**config.mk**
```make
export PLATFORM = sky130hd
export DESIGN_NAME = s_load_ctrl_27
export DESIGN_NICKNAME = d
export VERILOG_FILES = /design/src/rtl/s_load_ctrl_27.sv
export SDC_FILE = /design/constraint.sdc
export NUM_CORES = 1
export LEC_CHECK = 0
export ABC_AREA = 1
export CAP_MARGIN = 25
export CORE_UTILIZATION = 43
export DETAILED_ROUTE_END_ITERATION = 6
export GPL_TIMING_DRIVEN = 0
export PLACE_DENSITY_LB_ADDON = 0.12
export SETUP_SLACK_MARGIN = 0.3
export SYNTH_ARGS = -nofsm -noshare
export SYNTH_HDL_FRONTEND = slang
export SYNTH_SLANG_ARGS = --single-unit
export TNS_END_PERCENT = 100
```
**constraint.sdc**
```tcl
create_clock -name clk -period 1.2 [get_ports clk]
set_input_delay 0.24 -clock clk [delete_from_list [all_inputs] [get_ports clk]]
set_output_delay 0.24 -clock clk [all_outputs]
set_load 0.05 [all_outputs]
```
**src/rtl/s_load_ctrl_27.sv**
```systemverilog
// Serial-to-parallel frame loader with start/abort control
// and a hold-until-consumed output handshake.
module s_load_ctrl_27 #(
  parameter int WIDTH = 27
) (
  input  logic             clk,
  input  logic             n_rst,
  input  logic             start,
  input  logic             sin,
  input  logic             bit_valid,
  input  logic             abort,
  input  logic             out_ready,
  output logic [WIDTH-1:0] data,
  output logic             out_valid,
  output logic             busy,
  output logic [4:0]       bit_cnt
);

  typedef enum logic [1:0] {
    IDLE  = 2'd0,
    SHIFT = 2'd1,
    HOLD  = 2'd2
  } state_t;

  localparam logic [4:0] LAST = 5'(WIDTH - 1);

  state_t           state_q, state_d;
  logic [WIDTH-1:0] data_q, data_d;
  logic [4:0]       cnt_q, cnt_d;
  logic             valid_q, valid_d;
  logic             busy_q, busy_d;

  // State and output registers with synchronous reset
  always_ff @(posedge clk) begin
    if (!n_rst) begin
      state_q <= IDLE;
      data_q  <= '0;
      cnt_q   <= '0;
      valid_q <= 1'b0;
      busy_q  <= 1'b0;
    end else begin
      state_q <= state_d;
      data_q  <= data_d;
      cnt_q   <= cnt_d;
      valid_q <= valid_d;
      busy_q  <= busy_d;
    end
  end

  // Next-state, shift datapath and registered flag decode
  always_comb begin
    state_d = state_q;
    data_d  = data_q;
    cnt_d   = cnt_q;
    valid_d = valid_q;
    busy_d  = busy_q;
    unique case (state_q)
      IDLE: begin
        if (start) begin
          state_d = SHIFT;
          data_d  = '0;
          cnt_d   = '0;
          busy_d  = 1'b1;
          valid_d = 1'b0;
        end
      end
      SHIFT: begin
        if (abort) begin
          state_d = IDLE;
          data_d  = '0;
          cnt_d   = '0;
          busy_d  = 1'b0;
          valid_d = 1'b0;
        end else if (bit_valid) begin
          data_d = {data_q[WIDTH-2:0], sin};
          cnt_d  = cnt_q + 5'd1;
          if (cnt_q == LAST) begin
            state_d = HOLD;
            busy_d  = 1'b0;
            valid_d = 1'b1;
          end
        end
      end
      HOLD: begin
        if (out_ready) begin
          valid_d = 1'b0;
          if (start) begin
            state_d = SHIFT;
            data_d  = '0;
            cnt_d   = '0;
            busy_d  = 1'b1;
          end else begin
            state_d = IDLE;
          end
        end
      end
      default: begin
        state_d = IDLE;
        data_d  = '0;
        cnt_d   = '0;
        valid_d = 1'b0;
        busy_d  = 1'b0;
      end
    endcase
  end

  assign data      = data_q;
  assign out_valid = valid_q;
  assign busy      = busy_q;
  assign bit_cnt   = cnt_q;

endmodule

```
---- After elaboration in Yosys (flattened, before gate mapping) ----
Cells that the tools add are included.
storage, ports and cells
  register bits ........................... 36
  output and inout bits ................... 34
  word-level logic and storage cells ...... 46
  input bits .............................. 7
operators by class
  equality and inequality tests ........... 7
  add/subtract/negate cells ............... 1
  muxes and demuxes ....................... 29
  reductions and logical operators ........ 4
operators with widths
  operator               count
  $mux W27               4
  $pmux W27 S3           1
  $mux W5                4
  $pmux W5 S3            1
  $mux W1                11
  $mux W2                5
  $ne A3 B3 Y1 const B   2
  $pmux W1 S3            2
  $pmux W2 S3            1
  $add A5 B1 Y5 const B  1
  $eq A5 B5 Y1 const B   1
  $ne A2 B2 Y1 const B   2
  $reduce_and A4 Y1      1
  $reduce_and A3 Y1      1
  $eq A2 B1 Y1 const B   1
  $eq A2 B2 Y1 const B   1
  $logic_not A2 Y1       1
  $reduce_and A2 Y1      1

---- Depth between registers and ports, before layout ----
Gate-level depths: netlist (run 1).
  word-level depth ........................ 5
  depth in mapped cells ................... 9
  gate-level depth less buffers ........... 8

---- Worst setup path after synthesis (run 1) ----
No wires, ideal clock.
  path type ............................... reg2reg
  from .................................... reg out_valid (netlist name)
  to ...................................... reg cnt_q[4] (netlist: bit_cnt[4])
  buffers on the path ..................... 2
  arrival ................................. 1.450 ns
  required time ........................... 1.090 ns
  setup slack ............................. -0.359 ns
  cell stages (with the launch flop) ...... 10
  setup time .............................. 0.110 ns
  clock period less this slack ............ 1.559 ns
  cells stage by stage .................... dfxtp_1 -> inv_2 -> nand2_1 -> nor2_1 -> nor2_4 -> buf_6 -> buf_6 -> nand3_1 -> nand2_1 -> nor2_1
RTL lines
  item                    RTL line  source
  end signal: assignment  44        cnt_q <= cnt_d;
  end: declaration        29        logic [4:0] cnt_q, cnt_d;

---- Worst setup path in the final report (run 1) ----
  from .................................... reg state_q[0]
  to ...................................... reg data_q[0] (netlist: data[0])
between the ends
  longest elaborated chain between the ends .. 3
  elaborated cells on any way between the ends .. 7
  those cells by class .................... 4 x eq/ne; 1 x mux; 2 x reduce/logical
RTL lines
  item                                                    RTL line  source
  start: declaration                                      27        state_t state_q, state_d;
  start signal: assignment                                42        state_q <= state_d;
  $eq A2 B1 Y1 or $eq A2 B2 Y1 (tied branches)            57        unique case (state_q)
  $ne A3 B3 Y1 (no line) or $ne A2 B2 Y1 (tied branches)  n/a
  $reduce_and A2 Y1 (no line)                             n/a
  end signal: assignment                                  43        data_q <= data_d;
  end: declaration                                        28        logic [WIDTH-1:0] data_q, data_d;
Parallel ways exist; a longest one is shown, timed or not.
A chain may end at the register's enable or synchronous reset.

==> summary.txt, run 1 <==
Global route
  – Gr ovfl total: 0
  – Vias in the first global route: 1422
  – Pin count of the biggest net entering global routing: 12
  – Total track usage: 22.4%
  – Initial antenna violation count: 0
  – First-pass GRT wire length: 6200 um

Final layout
  – Layout Utilization: 78.4%
  – Synthesis-to-layout area growth: 71.8%
  – Final-layout fill cell count: 248
  – Antenna Diode Count: 0
  – Fin nets: 318
  – Share of cells above drive strength 1: 45.8%
  – Non-filler instance count after layout: 356

Run status
  – Status: finished with violations
  – Failing checks: negative setup slack

Clocking
  – Clk root buf: clkbuf_4
  – Reg clk slew, reported paths: 0.11 ns
  – Clock Sinks: 35
  – # hold bufs at CTS: 0
  – Clock Tree Buf Depth: 2
  – CTS Buf Count: 5
  – CTS tree: done
  – H-tree Lvls: 2
  – Worst skew pair latency: 0.35 ns

Synthesis
  – Seq/Total Area, Yosys: 45.3%
  – FFs w/ async S/R, synth: 0%
  – Yosys top cell by area: dfxtp_1
  – Synth top cells by count: nand2_1 (74), nor2_1 (43), dfxtp_1 (35)
  – Count leader, synth: nand2_1
  – Synth Flop Type: dfxtp_1
  – Syn nets: 237
  – Syn Area/Cell: roughly 6.8 um^2
  – Post-synth EDFFs: 0
  – Synth unique cells: 19
  – Ys Warns: 0
  – Cell Area, Synth: 0.00155 mm^2
  – Cells after synthesis: about 230
  – Synth top area cells: dfxtp_1 (45%), nand2_1 (18%), nor2_1 (10%)
  – Post-synth top area share: between 40% and 50%
  – Number of synthesized register bits: 35

Placement
  – RD Place Congestion: 0.789
  – IO Port Bufs: 40
  – DP HPWL: 2300 um
  – Dpl cells: roughly 310
  – Pre-CTS setup slack: -0.506 ns

Floorplan
  – Die W: 62.0 um
  – Initial core utilization: a little under half
  – FP Rows: 21
  – IO Pins: 41
  – CORE AREA: between 0.003 and 0.004 mm^2
  – Die Area: 0.00384 mm^2
  – Die Height: around 62 um

Detailed routing
  – WL per Instance: roughly 12 um
  – Routed via count: 1705
  – Detailed Route Iter0 Violations: 92
  – Detail Route Antenna Nets: 0
  – DRT Wirelength: 4170 um
  – DRC: 0
  – Vias per cell: 4.79
  – 1st-pass router iterations: 4

Flow run
  – Max Cap Viol: 0

Worst setup path
  – Crit Path Class: reg2reg
  – Worst Path Arrival: 1.55 ns
  – Crit. End Element: flip-flop
  – Reg2reg setup slack: -0.07 ns
  – Cells along the critical path: or2_4 > nand2_4 > nor2_4 > buf_6 > clkbuf_16 > nand2_1 > o21ai_1 > nor2_1
  – CP peak stage delay: 0.38 ns
  – Crit path max fanout: 5
  – Critical Path RT: 1.48 ns
  – CP max stage cell: dfxtp_4
  – CP Launch Type: flip-flop

STA
  – Clk_skew: roughly 0.011 ns
  – Period minus WS final: 1.27 ns
  – Pins Over Slew Limit: 0
  – Max Fclk: 0.787 GHz
  – Fin crit share: 106%
  – Normalized max-slew margin: between 80 and 90%
  – Worst slew pin tran: 0.290 ns
  – Final Hold Viols: 0
  – Unrepaired setup endpoints after global routing: yes
  – Final worst-path setup slack: -0.0699 ns
  – Final setup violation count: 31

Power and ir drop
  – Cell Pwr Density: 1170 mW/mm^2
  – Peak VDD IR: 0.000927 V
  – Lkg Pwr: 1.25 nW
  – Total chip power: 0.00310 W

Hold path
  – Min-delay worst type: in2reg
==> worst max-delay path, delay by kind of cell, from the launching register on <==
kind,cells,cell delay (ns)
flops,1,0.38
compound gates,1,0.06
simple gates,5,0.49
buf+inv,2,0.28
==> placed cells by master, fill, tap and decap left out, types with 2 or more instances in the layout <==
cell and count:
o21ai_1 25, nor2_4 2, a21oi_1 4, nand3_2 2, inv_4 2, buf_2 4, o21ai_0 3, inv_2 3
clkbuf_2 2, nand3_1 5, dfxtp_4 7, dlygate4sd2_1 2, o21ai_2 3, nand2_4 2, dfxtp_2 28, clkdlybuf4s50_1 4
nand2_1 69, clkbuf_4 5, inv_1 12, nand2_2 4, buf_4 33, nor2_1 41, buf_6 4, buf_8 35
==> registers in the layout, indices dropped and copies added, names as in the netlist <==
register	count
bit_cnt	5
busy	1
data	27
out_valid	1
state_q	1
==> timing repair <==
item	4_1_cts	5_1_grt
setup endpoints to repair	69	69
gates resized for setup	335	12
gates cloned	0	1
pin swaps	9	5
buffers inserted	27	6
==> layout make-up <==
cell class | count | area (um^2) | area share (%)
repair buffers | 74 | 845 | 31.8
multi-input cells | 166 | 791 | 29.8
flip-flops and latches | 35 | 762 | 28.7
plain buffers | 11 | 86.3 | 3.25
inverters | 16 | 62.6 | 2.36
well taps | 46 | 57.6 | 2.17
clock buffers | 6 | 41.3 | 1.55
clock inverters | 2 | 11.3 | 0.424
==> where the power goes <==
part / internal, W / switching, W
combinational: 0.000489 / 0.000614
sequential: 0.00126 / 0.0000902
clock: 0.000228 / 0.000422
total: 0.00198 / 0.00113
==> kinds of logic (layout without fill, tap and decap cells) <==
logic type	after synthesis	count (layout)	share of synthesized area [%]
AOI/OAI and AO/OA	35	35	11.3
adders and majority gates	2	2	1.62
buffers and inverters	27	109	8.33
DFF	35	35	45.3
and+or+nand+nor	129	129	33.4
==> per-stage QoR <==
stage	hold slack (ns)	instance area (um^2)	setup TNS, ns
2_1_floorplan	0.353	1580	-0.977
3_3_place_gp	0.454	2040	-20.87
3_5_place_dp	0.455	2040	-20.81
4_1_cts	0.447	2550	-0.597
5_1_grt	0.519	2660	-3.76
6_report	0.467	2660	-1.07
==> path summary, 6_finish.rpt <==
| path | start | end | depth (start not counted) |
|---|---|---|---|
| hold reg to reg | busy | busy | 2 |
| setup / recovery | state_q[0] | data[0] | 8 |
| hold / removal | bit_valid | out_valid | 5 |
| setup reg to reg | state_q[0] | data[0] | 8 |
==> metal layers <==
metal | GRT usage, % | routed length [um] | up-vias
met1 | 29.0 | 1890 | 789
met4 | 9.52 | 57 | 0
li1 | - | - | 876
met2 | 34.5 | 2040 | 35
met5 | 0 | 0 | -
met3 | 6.83 | 186 | 5
(Power assumes the default switching activity.)
==> run 2: changes to the inputs <==
Settings changed: CTS_CLUSTER_SIZE set to 10.
==> results of run 2 <==
The final DEF is identical to that of run 1; final timing and power are the same.
